<file path="config.mk">
export PLATFORM = sky130hd
export DESIGN_NAME = alu_mc_flat
export DESIGN_NICKNAME = d
export VERILOG_FILES = /design/src/rtl/alu_mc_if.sv /design/src/rtl/alu_mc.sv /design/src/flat_wrapper.sv
export SDC_FILE = /design/constraint.sdc
export NUM_CORES = 1
export LEC_CHECK = 0
export CAP_MARGIN = 10
export CORE_UTILIZATION = 54
export DETAILED_ROUTE_END_ITERATION = 6
export PLACE_DENSITY = 0.76
export RECOVER_POWER = 25
export SLEW_MARGIN = 20
export SYNTH_ARGS = -nofsm -noshare
export SYNTH_HDL_FRONTEND = slang
export SYNTH_SLANG_ARGS = --single-unit
export TNS_END_PERCENT = 10
</file>
<file path="constraint.sdc">
create_clock -name clk -period 8.54 [get_ports clk]
set_clock_uncertainty 0.2 [all_clocks]
set_input_delay 1.281 -clock clk [delete_from_list [all_inputs] [get_ports clk]]
set_output_delay 1.281 -clock clk [all_outputs]
set_load 0.005 [all_outputs]
</file>
<file path="src/rtl/alu_mc_if.sv">
// Command/result handshake bundle for the multi-cycle ALU.
interface alu_mc_if #(
   parameter int N    = 8,
   parameter int OP_W = 4
);
   logic            in_valid;
   logic            in_ready;
   logic [OP_W-1:0] op;
   logic [N-1:0]    data_a;
   logic [N-1:0]    data_b;
   logic            carry_in;
   logic            out_valid;
   logic            out_ready;
   logic [N-1:0]    S;
   logic [N-1:0]    S_hi;
   logic            zero;
   logic            negative;
   logic            carry_out;
   logic            overflow;
   logic            err;

   modport master (
      output in_valid, op, data_a, data_b, carry_in, out_ready,
      input  in_ready, out_valid, S, S_hi, zero, negative, carry_out, overflow, err
   );

   modport slave (
      input  in_valid, op, data_a, data_b, carry_in, out_ready,
      output in_ready, out_valid, S, S_hi, zero, negative, carry_out, overflow, err
   );
endinterface

</file>
<file path="src/rtl/alu_mc.sv">
// Multi-cycle ALU: single-cycle arithmetic/logic, iterative shifts,
// shift-add multiply and restoring divide, behind a valid/ready handshake.
module alu_mc #(
   parameter int N    = 8,
   parameter int OP_W = 4
) (
   input logic   clk,
   input logic   rst_n,
   alu_mc_if.slave bus
);
   localparam int CNT_W = $clog2(N + 1);

   localparam logic [OP_W-1:0] OP_AD   = OP_W'(0);
   localparam logic [OP_W-1:0] OP_SB   = OP_W'(1);
   localparam logic [OP_W-1:0] OP_ADX  = OP_W'(2);
   localparam logic [OP_W-1:0] OP_SBX  = OP_W'(3);
   localparam logic [OP_W-1:0] OP_AN   = OP_W'(4);
   localparam logic [OP_W-1:0] OP_OR   = OP_W'(5);
   localparam logic [OP_W-1:0] OP_XR   = OP_W'(6);
   localparam logic [OP_W-1:0] OP_LS   = OP_W'(7);
   localparam logic [OP_W-1:0] OP_SHL  = OP_W'(8);
   localparam logic [OP_W-1:0] OP_SHR  = OP_W'(9);
   localparam logic [OP_W-1:0] OP_MUL  = OP_W'(10);
   localparam logic [OP_W-1:0] OP_DIVU = OP_W'(11);

   typedef enum logic [1:0] {IDLE, CALC, DONE} state_t;

   state_t          state, state_nx;
   logic [OP_W-1:0] op_q;
   logic [CNT_W-1:0] cnt, amt, ld_cnt;
   logic [N-1:0]    w_hi, w_lo, w_m, ld_lo, ld_m;
   logic            w_c;
   logic [N:0]      sum, mul_sum, div_sh;
   logic [N-1:0]    r_s, r_hi, st_hi, st_lo, f_hi, o_s, o_hi;
   logic            r_c, r_v, r_err, multi, st_c, f_c, o_c, o_v, o_err;
   logic            accept, last, o_load;
   logic [N-1:0]    s_q, s_hi_q;
   logic            zero_q, neg_q, c_q, v_q, err_q;

   assign accept = bus.in_valid && (state == IDLE);
   assign last   = (state == CALC) && (cnt == CNT_W'(1));
   assign amt    = CNT_W'(bus.data_b % N);

   always_ff @(posedge clk) begin
      if (!rst_n) state <= IDLE;
      else        state <= state_nx;
   end

   always_comb begin
      state_nx = state;
      case (state)
         IDLE:    if (bus.in_valid) state_nx = multi ? CALC : DONE;
         CALC:    if (cnt == CNT_W'(1)) state_nx = DONE;
         DONE:    if (bus.out_ready) state_nx = IDLE;
         default: state_nx = IDLE;
      endcase
   end

   // Single-cycle results straight from the inputs, plus the work-register
   // preload for ops that must iterate.
   always_comb begin
      sum    = '0;
      r_s    = '0;
      r_hi   = '0;
      r_c    = 1'b0;
      r_v    = 1'b0;
      r_err  = 1'b0;
      multi  = 1'b0;
      ld_lo  = '0;
      ld_m   = '0;
      ld_cnt = '0;
      case (bus.op)
         OP_AD, OP_ADX: begin
            sum = {1'b0, bus.data_a} + {1'b0, bus.data_b}
                + {{N{1'b0}}, (bus.op == OP_AD) & bus.carry_in};
            r_s = sum[N-1:0];
            r_c = sum[N];
            r_v = (bus.data_a[N-1] == bus.data_b[N-1]) && (sum[N-1] != bus.data_a[N-1]);
         end
         OP_SB, OP_SBX: begin
            if (bus.op == OP_SB) begin
               sum = {1'b0, bus.data_a} + {1'b0, ~bus.data_b} + {{N{1'b0}}, bus.carry_in};
               r_c = ~sum[N];
            end else begin
               sum = {1'b0, bus.data_a} - {1'b0, bus.data_b};
               r_c = sum[N];
            end
            r_s = sum[N-1:0];
            r_v = (bus.data_a[N-1] != bus.data_b[N-1]) && (sum[N-1] != bus.data_a[N-1]);
         end
         OP_AN: r_s = bus.data_a & bus.data_b;
         OP_OR: r_s = bus.data_a | bus.data_b;
         OP_XR: r_s = bus.data_a ^ bus.data_b;
         OP_LS: r_s = {{(N-1){1'b0}}, bus.data_a < bus.data_b};
         OP_SHL, OP_SHR: begin
            if (amt == '0) begin
               r_s = bus.data_a;
            end else begin
               multi  = 1'b1;
               ld_lo  = bus.data_a;
               ld_cnt = amt;
            end
         end
         OP_MUL: begin
            multi  = 1'b1;
            ld_lo  = bus.data_b;
            ld_m   = bus.data_a;
            ld_cnt = CNT_W'(N);
         end
         OP_DIVU: begin
            if (bus.data_b == '0) begin
               r_s   = '1;
               r_hi  = bus.data_a;
               r_err = 1'b1;
            end else begin
               multi  = 1'b1;
               ld_lo  = bus.data_a;
               ld_m   = bus.data_b;
               ld_cnt = CNT_W'(N);
            end
         end
         default: r_err = 1'b1;
      endcase
   end

   // One iteration: w_hi/w_lo hold the product halves for MUL and the
   // remainder/quotient for DIVU; w_lo alone is the shift register.
   always_comb begin
      st_hi   = w_hi;
      st_lo   = w_lo;
      st_c    = w_c;
      mul_sum = '0;
      div_sh  = '0;
      f_hi    = '0;
      f_c     = 1'b0;
      case (op_q)
         OP_SHL: begin
            st_c  = w_lo[N-1];
            st_lo = {w_lo[N-2:0], 1'b0};
            f_c   = st_c;
         end
         OP_SHR: begin
            st_c  = w_lo[0];
            st_lo = {1'b0, w_lo[N-1:1]};
            f_c   = st_c;
         end
         OP_MUL: begin
            mul_sum = {1'b0, w_hi} + (w_lo[0] ? {1'b0, w_m} : '0);
            st_hi   = mul_sum[N:1];
            st_lo   = {mul_sum[0], w_lo[N-1:1]};
            f_hi    = st_hi;
            f_c     = |st_hi;
         end
         OP_DIVU: begin
            div_sh = {w_hi, w_lo[N-1]};
            if (div_sh >= {1'b0, w_m}) begin
               st_hi = div_sh[N-1:0] - w_m;
               st_lo = {w_lo[N-2:0], 1'b1};
            end else begin
               st_hi = div_sh[N-1:0];
               st_lo = {w_lo[N-2:0], 1'b0};
            end
            f_hi = st_hi;
         end
         default: ;
      endcase
   end

   always_comb begin
      o_load = (accept && !multi) || last;
      o_s    = last ? st_lo : r_s;
      o_hi   = last ? f_hi  : r_hi;
      o_c    = last ? f_c   : r_c;
      o_v    = last ? 1'b0  : r_v;
      o_err  = last ? 1'b0  : r_err;
   end

   always_ff @(posedge clk) begin
      if (!rst_n) begin
         op_q   <= '0;
         cnt    <= '0;
         w_hi   <= '0;
         w_lo   <= '0;
         w_m    <= '0;
         w_c    <= 1'b0;
         s_q    <= '0;
         s_hi_q <= '0;
         zero_q <= 1'b0;
         neg_q  <= 1'b0;
         c_q    <= 1'b0;
         v_q    <= 1'b0;
         err_q  <= 1'b0;
      end else begin
         if (accept) begin
            op_q <= bus.op;
            cnt  <= ld_cnt;
            w_hi <= '0;
            w_lo <= ld_lo;
            w_m  <= ld_m;
            w_c  <= 1'b0;
         end else if (state == CALC) begin
            cnt  <= cnt - CNT_W'(1);
            w_hi <= st_hi;
            w_lo <= st_lo;
            w_c  <= st_c;
         end
         if (o_load) begin
            s_q    <= o_s;
            s_hi_q <= o_hi;
            zero_q <= ~|o_s;
            neg_q  <= o_s[N-1];
            c_q    <= o_c;
            v_q    <= o_v;
            err_q  <= o_err;
         end
      end
   end

   assign bus.in_ready  = (state == IDLE);
   assign bus.out_valid = (state == DONE);
   assign bus.S         = s_q;
   assign bus.S_hi      = s_hi_q;
   assign bus.zero      = zero_q;
   assign bus.negative  = neg_q;
   assign bus.carry_out = c_q;
   assign bus.overflow  = v_q;
   assign bus.err       = err_q;
endmodule

</file>
<file path="src/flat_wrapper.sv">
// flat-port wrapper written by rule: the top's interface ports become plain ports
module alu_mc_flat 
#(
   parameter int N    = 8,
   parameter int OP_W = 4
)
  (clk, rst_n, bus_in_valid, bus_op, bus_data_a, bus_data_b, bus_carry_in, bus_out_ready, bus_in_ready, bus_out_valid, bus_S, bus_S_hi, bus_zero, bus_negative, bus_carry_out, bus_overflow, bus_err);
  alu_mc_if #(.N(N), .OP_W(OP_W)) bus_i ();
  input logic clk;
  input logic rst_n;
  input wire logic [$bits(bus_i.in_valid)-1:0] bus_in_valid;
  input wire logic [$bits(bus_i.op)-1:0] bus_op;
  input wire logic [$bits(bus_i.data_a)-1:0] bus_data_a;
  input wire logic [$bits(bus_i.data_b)-1:0] bus_data_b;
  input wire logic [$bits(bus_i.carry_in)-1:0] bus_carry_in;
  input wire logic [$bits(bus_i.out_ready)-1:0] bus_out_ready;
  output wire logic [$bits(bus_i.in_ready)-1:0] bus_in_ready;
  output wire logic [$bits(bus_i.out_valid)-1:0] bus_out_valid;
  output wire logic [$bits(bus_i.S)-1:0] bus_S;
  output wire logic [$bits(bus_i.S_hi)-1:0] bus_S_hi;
  output wire logic [$bits(bus_i.zero)-1:0] bus_zero;
  output wire logic [$bits(bus_i.negative)-1:0] bus_negative;
  output wire logic [$bits(bus_i.carry_out)-1:0] bus_carry_out;
  output wire logic [$bits(bus_i.overflow)-1:0] bus_overflow;
  output wire logic [$bits(bus_i.err)-1:0] bus_err;
  assign bus_i.in_valid = bus_in_valid;
  assign bus_i.op = bus_op;
  assign bus_i.data_a = bus_data_a;
  assign bus_i.data_b = bus_data_b;
  assign bus_i.carry_in = bus_carry_in;
  assign bus_i.out_ready = bus_out_ready;
  assign bus_in_ready = bus_i.in_ready;
  assign bus_out_valid = bus_i.out_valid;
  assign bus_S = bus_i.S;
  assign bus_S_hi = bus_i.S_hi;
  assign bus_zero = bus_i.zero;
  assign bus_negative = bus_i.negative;
  assign bus_carry_out = bus_i.carry_out;
  assign bus_overflow = bus_i.overflow;
  assign bus_err = bus_i.err;
  alu_mc #(.N(N), .OP_W(OP_W)) u_core (.clk(clk), .rst_n(rst_n), .bus(bus_i));
endmodule
</file>
**Word-level counts from Yosys, hierarchy flattened**

Cells that the tools add are included.

- Add/subtract/negate cells: 8
- Order comparisons: 2
- Equality and inequality tests: 25
- Muxes and demuxes: 44
- Bitwise gates (word level): 7
- Reduce and logical (&&, ||, !) cells: 23

Operators by type and width:

| kind | number |
|---|---|
| two-way mux 8 bit | 15 |
| one-hot mux 8 bit (8 select lines) | 1 |
| one-hot mux 8 bit (2 select lines) | 3 |
| equality test 4 bit, second input constant | 8 |
| one-hot mux 8 bit (4 select lines) | 1 |
| one-hot mux 8 bit (3 select lines) | 1 |
| adder 8 x 8 -> 9 bit | 2 |
| adder 9 x 1 -> 9 bit | 2 |
| equality test 4 x 3 -> 1 bit, second input constant | 4 |
| OR reduction 8 bit | 2 |
| two-way mux 4 bit | 3 |
| one-hot mux 4 bit (3 select lines) | 1 |
| OR reduction 11 bit | 1 |
| adder 8 x 9 -> 9 bit | 1 |
| >= comparator 9 x 8 -> 1 bit | 1 |
| subtractor 8 x 8 -> 9 bit | 1 |
| bitwise AND 8 bit | 1 |
| equality test 4 x 1 -> 1 bit, second input constant | 2 |
| equality test 4 x 2 -> 1 bit, second input constant | 2 |
| zero test 4 bit | 2 |
| zero test 8 bit | 1 |
| less-than comparator 8 bit | 1 |
| two-way mux 1 bit | 8 |
| two-way mux 2 bit | 4 |
| other kinds (24) | 41 |

- Register bits after elaboration: 55
- Input bits: 25
- Output and inout bits: 23
- Logic and storage cells: 122

**Depth between registers and ports, before layout**

- Word-level depth: 9
- Mapped depth: 14
- Gate-level depth less buffers: 12

**Worst setup path after synthesis**

Ideal clock, no wire load.

- Path kind: in2reg
- Start: input port bus_op[1]
- End: register u_core.zero_q (netlist: u_core.bus.zero)
- Setup time: 75 ps
- Arrival: 4325 ps
- Required time: 8265 ps
- Path slack: 3941 ps
- Cell stages on the path: 14
- Buffers on the path: 3
- Cells stage by stage: buf_6 -> clkbuf_1 -> clkbuf_1 -> nand3b_1 -> fa_1 -> fa_1 -> nor2b_1 -> o311a_1 -> mux2i_1 -> nor2b_1 -> o41ai_1 -> o211ai_1 -> a2111o_1 -> o22ai_2

- Word-level cells in the longest chain between the ends: 7
- Elaborated cells between the ends (all ways): 27
- Those cells by class: 1 x add/sub; 11 x eq/ne; 5 x mux; 1 x bitwise; 9 x reduce/logical

RTL lines:

| what | RTL line | RTL |
|---|---|---|
| start, declared | flat_wrapper.sv:12 | `input wire logic [$bits(bus_i.op)-1:0] bus_op;` |
| zero test 4 bit / equality test 4 x 1 -> 1 bit (equally long branches) | alu_mc.sv:72, alu_mc.sv:75, alu_mc.sv:81 |  |
| bitwise AND 1 bit / two-way mux 8 bit (equally long branches) | alu_mc.sv:75, alu_mc.sv:81 |  |
| adder 9 x 1 -> 9 bit / two-way mux 8 bit (equally long branches) | alu_mc.sv:75, alu_mc.sv:72 |  |
| one-hot mux 8 bit (8 select lines) | alu_mc.sv:72 | `case (bus.op)` |
| two-way mux 8 bit | alu_mc.sv:171 | `o_s = last ? st_lo : r_s;` |
| OR reduction 8 bit | alu_mc.sv:210 | `zero_q <= ~\|o_s;` |
| zero test 1 bit | alu_mc.sv:210 |  |
| end signal, assigned | alu_mc.sv:210 |  |
| end, declared | alu_mc.sv:38 | `logic zero_q, neg_q, c_q, v_q, err_q;` |

Several ways; a longest one is shown, not always the timed one. The select of a mux whose other input is x is not followed.
A chain may end at the register's enable or synchronous reset.

**Final worst setup path**

- Start: input port bus_op[2]
- End: register u_core.zero_q (netlist: u_core.bus.zero)

The elaborated chain is that of the path after synthesis.

==> impl_metrics.toml <==
[sta]
grt_setup_unrepaired = "false"
max_clock_freq_ghz = 0.180
final_max_slew_viols = 0
worstMarginPinSlew_ns = 1.09
post-route-period-util_pct = 65.0
finalSetupViolCount = 0
setup-tns-final_ns = 0
max-slew-margin-rel_pct = 27.1
finalHoldViolations = 0
hold-worst-slack_ns = 0.263
layout_min_cycle_time_ns = 5.55

[floorplanning]
chipWidth_um = 100
num_io_pins = 48
die-area_um2 = 10000
dieHeight_um = 100
start_util_pct = 56.0
fp-row-count = 35
placeableCoreArea_um2 = 9280

[worst_setup_path]
timing.critical_path.slowest_stage_cell = "clkdlybuf4s50_1"
required_ns = 8.58
cp_data_arrival_time_ns = 5.60
max_stage_delay_ns = 0.88
critPathMaxFanout = 25
cp_cell_sequence = "clkdlybuf4s50_1 > nor3_1 > nand3b_1 > fa_1 > fa_1 > nor2b_1 > o311a_1 > mux2i_1 > nor2b_1 > o41ai_1 > o211ai_1 > a2111o_1 > o22ai_2"
critPathLaunchType = "input port"
critPathCaptureType = "register"
setup_crit_path_kind = "input port to register"

[synth]
ys.warnings.count = 0
syn-mean-instance-area_um2 = 7.48
ys_types = 65
mappedNetlistNets = 769
synth-async-reset-ratio_pct = 0
post_synth_instance_area_um2 = 5200
yosys.cell_count.top_type = "nand2_1"
ys_dominant_reg_cell = "dfxtp_1"
ys_ff_latch = 54
synth_top_area_share_pct = 20.8
ys_seq_area_share_pct = 20.8
postSynthCellCount = 695
synth_commonest_cells = "62 x nand2_1, 60 x a21oi_1, 57 x nor2_1, 54 x dfxtp_1, 50 x o21ai_0"
synthTopCellsByArea = "dfxtp_1 21%, ha_1 10%, a21oi_1 5.8%, mux2i_1 5.4%, o21ai_0 4.8%"
synth_edf_count = 0
post-synth-top-area-cell = "dfxtp_1"

[routing]
route.final.wire_length_um = 16600
detailedRoute.firstIterationViolations = 593
via_count = 5412
route.detailed.wl_per_inst_um = 19.8
remaining_drc_errors = 0
detail_route.vias_per_cell = 6.46
antenna_violating_nets_post_route = 0
first_pass_iters = 7

[global_route]
global_route_wire_length_before_repair_um = 26400
number_of_global_route_vias_before_repair = 5077
grt_max_degree = 34
global_route.usage.total_pct = 33.7
antenna_found_initial = 0
grt_overflow_total = 0

[finish]
filler_cell_count = 884
final_layout_size_suffix_gt1_share_pct = 3.24
area_occupied_by_multi_input_gates_um2 = 3790
finish.net_count = 782
sequential_cell_area_um2 = 1080
antenna_cells_inserted = 0
final_cell_count_no_fill = 838
flow.area_growth_from_synthesis_pct = 10.9

[placement]
portBuffers = 47
detailedPlacementHpwl_um = 12600
dpl.cell_count = 830
routabilityCongestion = 0.961

[clock_network]
cts-root-buf = "clkbuf_8"
cts_tree = "yes"
cts_setup_buffers = 0
cts.hold.buffers_added = 0
numCtsBuffers = 5
worstSkewPairLatency_ns = 0.31
cts_num_sinks = 54
clkSlewWorstSetupHoldPaths_ns = 0.11
cts_repair_resize_count = 0
clockBufferDepth = 2
htree_levels = 2

[min_path]
hold_path_class = "register to register"

[run_status]
status = "finished, final reports clean"

[power]
pwr_density_cell_nw_per_um2 = 120
p_leak_nw = 2.27
p_total_mw = 0.694
vdd.ir_drop.worst_mv = 0.0773

[run]
max_capacitance_violation_count = 0
final timing paths:
path | startpoint | cells past startpoint | slack (ns) | end
max | bus_op[2] | 13 | 2.99 | u_core.bus.zero
min | u_core.bus.overflow | 2 | 0.26 | u_core.bus.overflow
max reg2reg | u_core.w_lo[0] | 11 | 5.13 | u_core.bus.carry_out
min reg2reg | u_core.bus.overflow | 2 | 0.26 | u_core.bus.overflow
cells in the final DEF (no fill, tap or decap), types with 11 or more instances in the layout:
master	n
o21ai_0	50
nand2_1	62
and2_1	11
a22o_1	11
ha_1	42
dfxtp_1	54
nor2_1	57
a211oi_1	13
dlygate4sd3_1	19
nor3_1	29
a21oi_1	60
xnor2_1	15
inv_1	38
mux2i_1	28
nor2b_1	19
clkdlybuf4s50_1	28
flip-flops by register name, indices dropped and copies added (netlist names):
register,flops
u_core.bus.carry_out,1
u_core.bus.overflow,1
u_core.bus.negative,1
u_core.bus.zero,1
u_core.bus.err,1
u_core.w_hi,8
u_core.bus.S,7
u_core.op_q,4
u_core.bus.S_hi,8
u_core.state,2
u_core.w_lo,8
u_core.w_m,8
u_core.cnt,4
metrics by stage:
step           utilization, %  setup WS [ns]  area [µm²]
2_1_floorplan               -           3.94        5200
3_3_place_gp             61.2           2.86        5680
3_5_place_dp             61.2           2.77        5680
4_1_cts                  62.2           3.06        5770
5_1_grt                  62.2           2.69        5770
6_report                 62.2           2.99        5770
critical path, delay by kind of cell:
family | cells | cell delay, ns
buffers and inverters | 1 | 0.88
multiplexers | 1 | 0.20
adder cells (fa/ha/maj) | 2 | 0.85
AND/OR/NAND/NOR | 4 | 1.16
AO/OA/AOI/OAI | 5 | 1.21
logic make-up (layout without fill, tap and decap cells):
group           count (synthesis)  after routing  synth area share (%)
fa+ha+maj                      49             49                  12.8
compound gates                222            222                  28.2
buf+inv                        84             98                  6.33
flops                          54             54                  20.8
simple gates                  234            234                  22.3
xor+xnor                       22             22                  3.70
mux                            30             30                  5.82
area by class of cell:
class,instances,area share (%)
clock inverter,3,0.369
inverter,39,2.54
multi-input combinational,557,65.7
clock buffer,5,1.19
sequential,54,18.7
timing repair buffer,51,8.67
tap,129,2.80
power by group:
| part | switching, mW | internal (mW) |
|---|---|---|
| Clock | 0.0930 | 0.0580 |
| Sequential | 0.0160 | 0.269 |
| Combinational | 0.152 | 0.106 |
| Total | 0.261 | 0.432 |
metal layers:
layer  part of all wire (%)  GRT usage, %  up-vias
met3                    7.2          4.25       41
met1                     40          41.7     2589
li1                       -             -     2551
met2                     50          60.1      231
met4                    2.9          11.4        0
met5                      0             0        -
(Power assumes the default switching activity.)
